===== config.mk =====
export PLATFORM = sky130hd
export DESIGN_NAME = key_action_gen
export DESIGN_NICKNAME = d
export VERILOG_FILES = /design/src/rtl/key_action_gen.sv
export SDC_FILE = /design/constraint.sdc
export NUM_CORES = 1
export LEC_CHECK = 0
export BUFFER_PORTS_ARGS = -buffer_cell sky130_fd_sc_hd__buf_2
export CORE_AREA = 3 3 67 69
export CTS_CLUSTER_SIZE = 25
export DETAILED_ROUTE_END_ITERATION = 8
export DIE_AREA = 0 0 70 72
export PLACE_DENSITY = 0.65
export RECOVER_POWER = 100
export SLEW_MARGIN = 10
export SYNTH_ARGS = -nofsm -noshare
export SYNTH_HDL_FRONTEND = slang
export SYNTH_SLANG_ARGS = --single-unit

===== constraint.sdc =====
create_clock -name Clk -period 2.4 [get_ports Clk]
set_input_delay 0.24 -clock Clk [delete_from_list [all_inputs] [get_ports Clk]]
set_output_delay 0.24 -clock Clk [all_outputs]
set_load 0.02 [all_outputs]

===== src/rtl/key_action_gen.sv =====
// key_action_gen: turns the held keyboard keycode into game action events.
// Left/right use DAS + auto-repeat, soft drop repeats without delay, and
// rotate/hard drop fire once per press. Events go out on a one-deep
// valid/ready holding register; an event that cannot be held is reported
// on evt_drop.
module key_action_gen #(
    parameter int DAS_FRAMES  = 10,
    parameter int ARR_FRAMES  = 3,
    parameter int SOFT_FRAMES = 2,
    parameter int CNT_W       = 5
) (
    input  logic       Clk,
    input  logic       reset,
    input  logic       VGA_VS,
    input  logic [7:0] keycode,
    input  logic       enable,
    input  logic       evt_ready,
    output logic       evt_valid,
    output logic [2:0] evt_code,
    output logic       evt_drop
);

    localparam logic [2:0] EV_NONE  = 3'd0;
    localparam logic [2:0] EV_LEFT  = 3'd1;
    localparam logic [2:0] EV_RIGHT = 3'd2;
    localparam logic [2:0] EV_ROT   = 3'd3;
    localparam logic [2:0] EV_SOFT  = 3'd4;
    localparam logic [2:0] EV_HARD  = 3'd5;

    localparam logic [CNT_W-1:0] DAS_LAST  = CNT_W'(DAS_FRAMES - 1);
    localparam logic [CNT_W-1:0] ARR_LAST  = CNT_W'(ARR_FRAMES - 1);
    localparam logic [CNT_W-1:0] SOFT_LAST = CNT_W'(SOFT_FRAMES - 1);
    localparam logic [CNT_W-1:0] CNT_MAX   = {CNT_W{1'b1}};

    typedef enum logic [1:0] {IDLE, DELAY, REPEAT} state_t;

    state_t           state, state_n;
    logic [CNT_W-1:0] cnt, cnt_n, cnt_inc, period_last;
    logic [2:0]       lkey, lkey_n;
    logic [2:0]       cur_code, gen_code;
    logic [7:0]       key_q;
    logic             vs_q;
    logic             armed;
    logic             frame_tick, press;

    // Keycode to action map; anything unmapped counts as no key.
    always_comb begin
        cur_code = EV_NONE;
        case (keycode)
            8'h50:   cur_code = EV_LEFT;
            8'h4F:   cur_code = EV_RIGHT;
            8'h52:   cur_code = EV_ROT;
            8'h51:   cur_code = EV_SOFT;
            8'h2C:   cur_code = EV_HARD;
            default: cur_code = EV_NONE;
        endcase
    end

    assign frame_tick = VGA_VS & ~vs_q;
    // armed is low for the first cycle after reset so a key held through
    // reset is seen by key_q before it could count as a press.
    assign press       = armed & enable & (cur_code != EV_NONE) & (keycode != key_q);
    assign cnt_inc     = (cnt == CNT_MAX) ? cnt : cnt + 1'b1;
    assign period_last = (lkey == EV_SOFT) ? SOFT_LAST : ARR_LAST;

    // Input history: keycode and VS tracked every cycle regardless of enable.
    always_ff @(posedge Clk) begin
        if (reset) begin
            key_q <= 8'h00;
            vs_q  <= 1'b0;
            armed <= 1'b0;
        end else begin
            key_q <= keycode;
            vs_q  <= VGA_VS;
            armed <= 1'b1;
        end
    end

    // Repeat FSM state register.
    always_ff @(posedge Clk) begin
        if (reset) begin
            state <= IDLE;
            cnt   <= '0;
            lkey  <= EV_NONE;
        end else begin
            state <= state_n;
            cnt   <= cnt_n;
            lkey  <= lkey_n;
        end
    end

    // Next state and generated event; a new press always restarts from IDLE rules.
    always_comb begin
        state_n  = state;
        cnt_n    = cnt;
        lkey_n   = lkey;
        gen_code = EV_NONE;
        if (!enable) begin
            state_n = IDLE;
            cnt_n   = '0;
        end else if (press) begin
            gen_code = cur_code;
            lkey_n   = cur_code;
            cnt_n    = '0;
            case (cur_code)
                EV_LEFT, EV_RIGHT: state_n = DELAY;
                EV_SOFT:           state_n = REPEAT;
                default:           state_n = IDLE;
            endcase
        end else if (state != IDLE && cur_code != lkey) begin
            state_n = IDLE;
            cnt_n   = '0;
        end else begin
            case (state)
                DELAY: if (frame_tick) begin
                    if (cnt == DAS_LAST) begin
                        gen_code = lkey;
                        state_n  = REPEAT;
                        cnt_n    = '0;
                    end else begin
                        cnt_n = cnt_inc;
                    end
                end
                REPEAT: if (frame_tick) begin
                    if (cnt == period_last) begin
                        gen_code = lkey;
                        cnt_n    = '0;
                    end else begin
                        cnt_n = cnt_inc;
                    end
                end
                default: ;
            endcase
        end
    end

    // One-deep holding register: load when empty or being accepted, else drop.
    always_ff @(posedge Clk) begin
        if (reset) begin
            evt_valid <= 1'b0;
            evt_code  <= EV_NONE;
            evt_drop  <= 1'b0;
        end else begin
            evt_drop <= 1'b0;
            if (gen_code != EV_NONE) begin
                if (!evt_valid || evt_ready) begin
                    evt_valid <= 1'b1;
                    evt_code  <= gen_code;
                end else begin
                    evt_drop <= 1'b1;
                end
            end else if (evt_valid && evt_ready) begin
                evt_valid <= 1'b0;
            end
        end
    end

endmodule

==> results of run 1 <==
-- metrics by stage --
| step | utilization | hold WS, ns | setup WS, ns |
|---|---|---|---|
| floorplan | - | 0.312 | 0.0125 |
| global placement | 0.418 | 0.479 | -0.105 |
| detailed placement | 0.418 | 0.482 | -0.149 |
| CTS | 0.429 | 0.215 | 0.128 |
| global route | 0.430 | 0.229 | -0.0224 |
| finish | 0.430 | 0.210 | 0.0796 |
-- where the power goes --
part	switching [mW]	leakage (nW)	internal, mW
registers	0.00400	0.204	0.424
logic	0.0385	0.398	0.0394
clock network	0.129	0.0228	0.119
-- how the worst max path moves through the flow --
stage / start / to / slack, ns / cells after the start
after floorplan: keycode[7] / evt_code[1] / 0.01 / 7
after global placement: keycode[7] / evt_code[1] / -0.11 / 8
after detailed placement: keycode[7] / evt_code[1] / -0.15 / 8
after CTS: keycode[7] / evt_code[1] / 0.13 / 8
after global routing: state[0] / evt_drop / -0.02 / 9
final: keycode[7] / cnt[3] / 0.08 / 9
-- cell type report --
| class | instances | share of cell area |
|---|---|---|
| timing repair buffer | 35 | 0.124 |
| multi-input combinational | 124 | 0.507 |
| inverter | 6 | 0.0132 |
| tap | 50 | 0.0366 |
| clock buffer | 4 | 0.0264 |
| sequential | 25 | 0.293 |
-- registers in the layout, indices dropped and copies added, names as in the netlist --
name       cells
armed          1
cnt            5
evt_code       3
evt_drop       1
evt_valid      1
key_q          8
lkey           3
state          2
vs_q           1
-- critical path, delay by kind of cell --
| family | cells | cell delay (ns) |
|---|---|---|
| AND/OR/NAND/NOR | 6 | 1.90 |
| AO/OA/AOI/OAI | 1 | 0.12 |
| buffers and inverters | 2 | 0.24 |
-- metal layers --
layer  routed length [um]  vias to the layer above
met1                 1410                      572
met2                 1480                       22
li1                     -                      653
met5                    0                        -
met4                   49                        0
met3                   92                        5
-- cell usage after synthesis (3+ instances only) --
cell type,instances,share of area
nand3_1,7,0.025
nor2b_1,9,0.041
xnor2_1,10,0.063
inv_1,6,0.016
nand4_1,4,0.018
a21oi_1,11,0.040
nor2_1,13,0.035
o22ai_1,3,0.014
nor3_1,5,0.018
mux2i_1,4,0.029
ha_1,5,0.045
nand2_1,13,0.035
nand2b_1,4,0.018
a31oi_1,4,0.018
dfxtp_1,25,0.36
-- cells by family after synthesis --
kind of cell / synth area share
compound gates: 0.189
xor+xnor: 0.0632
fa+ha+maj: 0.0452
buf+inv: 0.0217
flops: 0.361
mux: 0.0289
simple gates: 0.291
-- cells in the final DEF, fill, tap and decap left out, drive strengths merged, types with 3 or more instances in the layout --
cell type,instances
a21oi,11
a31oi,5
buf,27
clkbuf,12
dfxtp,25
ha,5
inv,6
mux2i,4
nand2,13
nand2b,4
nand3,7
nand4,4
nor2,13
nor2b,9
nor3,5
o22ai,3
or4b,3
xnor2,10
==> metrics.md, run 1 <==
| Metric | Value |
|---|---|
| Run status | complete, no violations |
| Clock tree sinks | 25 |
| Critical Path AT | 2.51 ns |
| Worst Hold Launch | VGA_VS |
| Fill count | 402 |
| Total area of sequential cells | 500 um^2 |
| Sequential fraction of the synthesis area | 0.361 |
| Internal reg-to-reg setup slack | 0.21 ns |
| CP max FO | 5 |
| Endpoints failing setup | 0 |
| FF-to-FF Start | state[0] |
| DR vias/cell | 5.13 |
| Area of the multi-input gates | 866 um^2 |
| CTS Buf Count | 3 |
| Root cell of the clock tree | clkbuf_8 |
| Netlist cell types | 43 |
| CP most frequent cell | nand3_1 |
| Clk pin slew, worst setup/hold paths | 0.08 ns |
| Vias in the first global route | 1272 |
| Hpwl dp | 2.37 mm |
| WL/cell | 12.4 um |
| Die W | 70 um |
| Final Instance Area | 1710 um^2 |
| Yosys reg bits | 25 |
| Worst-case clock skew | 0.00344 ns |
| Pleak | 0.625 nW |
| Drt drc | 0 |
| Vias | 1252 |
| Number of cell rows | 23 |
| Peak supply drop | 0.273 mV |
| Final wirelength | 3.03 mm |
| Insertion delay to the later sink of the worst-skew pair | 0.27 ns |
| GRT busiest layer | met2 |
| Global-route wire length before repair | 5.37 mm |
| Die Y | 72 um |
| TritonRoute pass-1 iters | 4 |
| Netlist Area Pre-Place | 1390 um^2 |
| Post-synth EDFFs | 0 |
| Setup Crit Path Kind | primary input to flop |
| Layout cells sized above 1 | 0.216 |
| GR Layer Usage met1 | 0.156 |
| Critical Path End Type | flop |
| Largest net degree at the start of global routing | 18 |
| Reg-to-Reg End | evt_drop |
| Cells after Synth | 157 |
| Synth-to-Final Area Change | 23.4% |
| # IOs | 18 |
| Detailed Route Iter0 Violations | 54 |
| Post-DP Area | 1660 um^2 |
| Nets@finish | 213 |
| Final period utilization | 0.967 |
| R2r worst-path depth | 9 |
| Final Hold Fails | 0 |
| Slowest stage delay, CP | 0.58 ns |
| GR Layer Usage met3 | 0.0180 |
| Warnings, synthesis | 0 |
| Number of buffers added on ports | 17 |
| H-Tree Depth | 1 |
| HP Class | primary input to flop |
| Final Power | 753 uW |
| Mapped Nets | 175 |
| # diodes | 0 |
| Max Cap Violations | 0 |
| Worst path cell trace | clkbuf_1, or4b_4, or4b_1, nand3_1, a31oi_4, clkbuf_4, nor2_1, nand3_1, nor3_1 |
| Total grt overflow | 0 |
| Hold Buf Count CTS | 0 |
| Die Footprint | 5040 um^2 |
| Slowest cell on crit path | or4b_1 |
| Min-Delay Path Depth | 2 |
| All-Layer GR Usage | 0.128 |
| Fin crit period | 2.32 ns |
| Predominant post-synthesis flop cell | dfxtp_1 |
| Achievable Freq | 431 MHz |
| Placed cells | 240 |
| Initial Util | 0.349 |
| FFs w/ async S/R, synth | 0 |
| Syn avg cell area | 8.82 um^2 |
| Initial antenna violation count | 0 |
| GPL Wtd Cong | 0.838 |
| Met2 GRT Util | 0.231 |
| Non-filler cells, final | 244 |
| Postcts setup bufs | 0 |
| Slew @ Worst Pin | 0.516 ns |
| Slew headroom | 0.654 |
| CP Data Required Time | 2.59 ns |
| Critical Path Source Type | primary input |
| Core area | 3970 um^2 |
| Slew Limit Fails | 0 |
| Setup TNS | 0 ns |
| RSZ-0062 raised after global routing | true |
| CTS tree | built |
| Antenna-violating nets left | 0 |
| P per Cell Area | 440 nW/um^2 |
| Post-CTS sizing | 0 |
| Clk buf depth | 2 |
| Worst hold endpoint | vs_q |
Power figures use the tool's default switching activity.
==> inputs of run 2 (changes only) <==
Settings changed: CORE_AREA 3 3 67 69 to 2 2 66 68, DIE_AREA 0 0 70 72 to 0 0 68 70, GPL_TIMING_DRIVEN from default to 0.
==> metrics.md, run 2 (synthesized netlist as in run 1, its figures left out) <==
| Metric | Value |
|---|---|
| Achievable Freq | 421 MHz |
| Internal | 576 uW |
| Endpoints failing setup | 0 |
| RSZ-0062 raised after global routing | true |
| Number of buffers added on ports | 17 |
| Root cell of the clock tree | clkbuf_8 |
| CP most frequent cell | or4b_4 |
| Die Footprint | 4760 um^2 |
| Insertion delay to the later sink of the worst-skew pair | 0.27 ns |
| Setup TNS | 0 ns |
| Switching pwr | 173 uW |
| Max Cap Violations | 0 |
| DR vias/cell | 5.12 |
| CTS Buf Count | 3 |
| Run status | complete, no violations |
| Flop pwr share | 0.571 |
| Vias in the first global route | 1118 |
| Hold Buf Count CTS | 0 |
| Number of cell rows | 24 |
| CP Data Required Time | 2.61 ns |
| Worst path cell trace | buf_8, or4b_4, or4b_4, a21o_1, a31oi_4, o31a_4, or3b_4, a21oi_2 |
| Final Power | 749 uW |
| P per Cell Area | 463 nW/um^2 |
| Synth-to-Final Area Change | 16.8% |
| Antenna-violating nets left | 0 |
| Initial antenna violation count | 0 |
| Total grt overflow | 0 |
| Initial Util | 0.334 |
| TritonRoute pass-1 iters | 4 |
| Slowest cell on crit path | or4b_4 |
| Critical Path AT | 2.59 ns |
| Critical Path End Type | flop |
| Die W | 68 um |
| Pleak | 0.558 nW |
| Clock tree sinks | 25 |
| Largest register FFs | 8 |
| CP bufs+invs | 1 |
| Nets@finish | 200 |
| CTS tree | built |
| Sw Ratio | 0.232 |
| WL/cell | 11.9 um |
| Peak supply drop | 0.209 mV |
| All-Layer GR Usage | 0.128 |
| Final period utilization | 0.990 |
| Worst-case clock skew | 0.00370 ns |
| Slowest stage delay, CP | 0.58 ns |
| HP Class | primary input to flop |
| Slew headroom | 0.657 |
| Final wirelength | 2.77 mm |
| Die Y | 70 um |
| CP max FO | 5 |
| GPL Wtd Cong | 0.824 |
| Setup Crit Path Kind | primary input to flop |
| Comb power frac | 0.091 |
| Fill count | 434 |
| Fin crit period | 2.37 ns |
| Hpwl dp | 2.14 mm |
| Most frequent cells in the layout | dfxtp_1, nor2_1, nand2_1 |
| Clk pin slew, worst setup/hold paths | 0.09 ns |
| Largest net degree at the start of global routing | 14 |
| Most common cell after layout, fill and taps aside | dfxtp_1 |
| Top reg by flops | key_q |
| # diodes | 0 |
| Layout cells sized above 1 | 0.149 |
| H-Tree Depth | 1 |
| CP top delay family | simple AND/OR/NAND/NOR gates |
| Core area | 4140 um^2 |
| Drt drc | 0 |
| Final core utilization | 0.390 |
| # IOs | 18 |
| Detailed Route Iter0 Violations | 67 |
| Global-route wire length before repair | 4.77 mm |
| Slew @ Worst Pin | 0.512 ns |
| Final Hold Fails | 0 |
| Vias | 1192 |
| Slew Limit Fails | 0 |
| Largest registers | key_q (8), cnt (5) |
| Clk pwr share | 0.338 |
| Critical Path Source Type | primary input |
| Clk buf depth | 2 |
[run 2: cell count changes in the layout (fill, tap and decap cells not counted), sizes merged]
cell,change
buf,-12
clkbuf,-1
[run 2: path summary, 6_finish.rpt]
| check | startpoint | slack, ns | cells past startpoint | to |
|---|---|---|---|---|
| max reg2reg | state[0] | 0.14 | 9 | evt_code[2] |
| max | keycode[2] | 0.03 | 8 | evt_code[1] |
| min reg2reg | state[0] | 0.49 | 2 | state[0] |
| min | keycode[2] | 0.18 | 2 | key_q[2] |
[run 2: metrics by stage]
stage / hold slack (ns) / area [um^2] / instances / setup slack, ns
after floorplan: 0.312 / 1390 / 157 / 0.0125
after global placement: 0.482 / 1540 / 226 / -0.217
after detailed placement: 0.483 / 1540 / 226 / -0.241
after CTS: 0.206 / 1580 / 230 / 0.0427
after global routing: 0.187 / 1620 / 233 / -0.0456
final: 0.180 / 1620 / 233 / 0.0250
[run 2: what timing repair did]
item,CTS,global route
resized for setup,0,7
setup endpoints to repair,0,3
setup buffers,0,3
[run 2: power groups by stage]
stage          Clock [mW]  Combinational [mW]  Sequential [mW]
2_1_floorplan           0              0.0376            0.437
3_3_place_gp            0              0.0643            0.437
3_5_place_dp            0              0.0648            0.437
4_1_cts             0.260              0.0650            0.428
5_1_grt             0.279              0.0765            0.429
6_report            0.253              0.0680            0.428
[run 2: worst reg2reg max path, stage by stage (launching register included)]
cell and delay, ns:
dfxtp_1 0.33, inv_1 0.08, ha_1 0.21, nor4bb_1 0.29, mux2i_1 0.14, a21oi_1 0.29
nand3_1 0.12, o211ai_1 0.32, nor2_1 0.14, a31o_2 0.26
[run 2: area by class of cell]
cell class / count / area [um^2] / area share
plain buffers: 2 / 7.51 / 0.00464
clock buffers: 4 / 45.0 / 0.0278
inverters: 6 / 22.5 / 0.0139
multi-input cells: 124 / 861 / 0.532
flip-flops and latches: 25 / 500 / 0.309
well taps: 52 / 65.1 / 0.0402
repair buffers: 20 / 116 / 0.0719
[run 2: routing by layer]
| layer | vias to the layer above | share of wire | GRT usage |
|---|---|---|---|
| met5 | - | 0 | 0 |
| met4 | 0 | 0.021 | 0.0600 |
| met3 | 5 | 0.033 | 0.0193 |
| met2 | 24 | 0.47 | 0.194 |
| met1 | 538 | 0.47 | 0.176 |
| li1 | 625 | - | - |
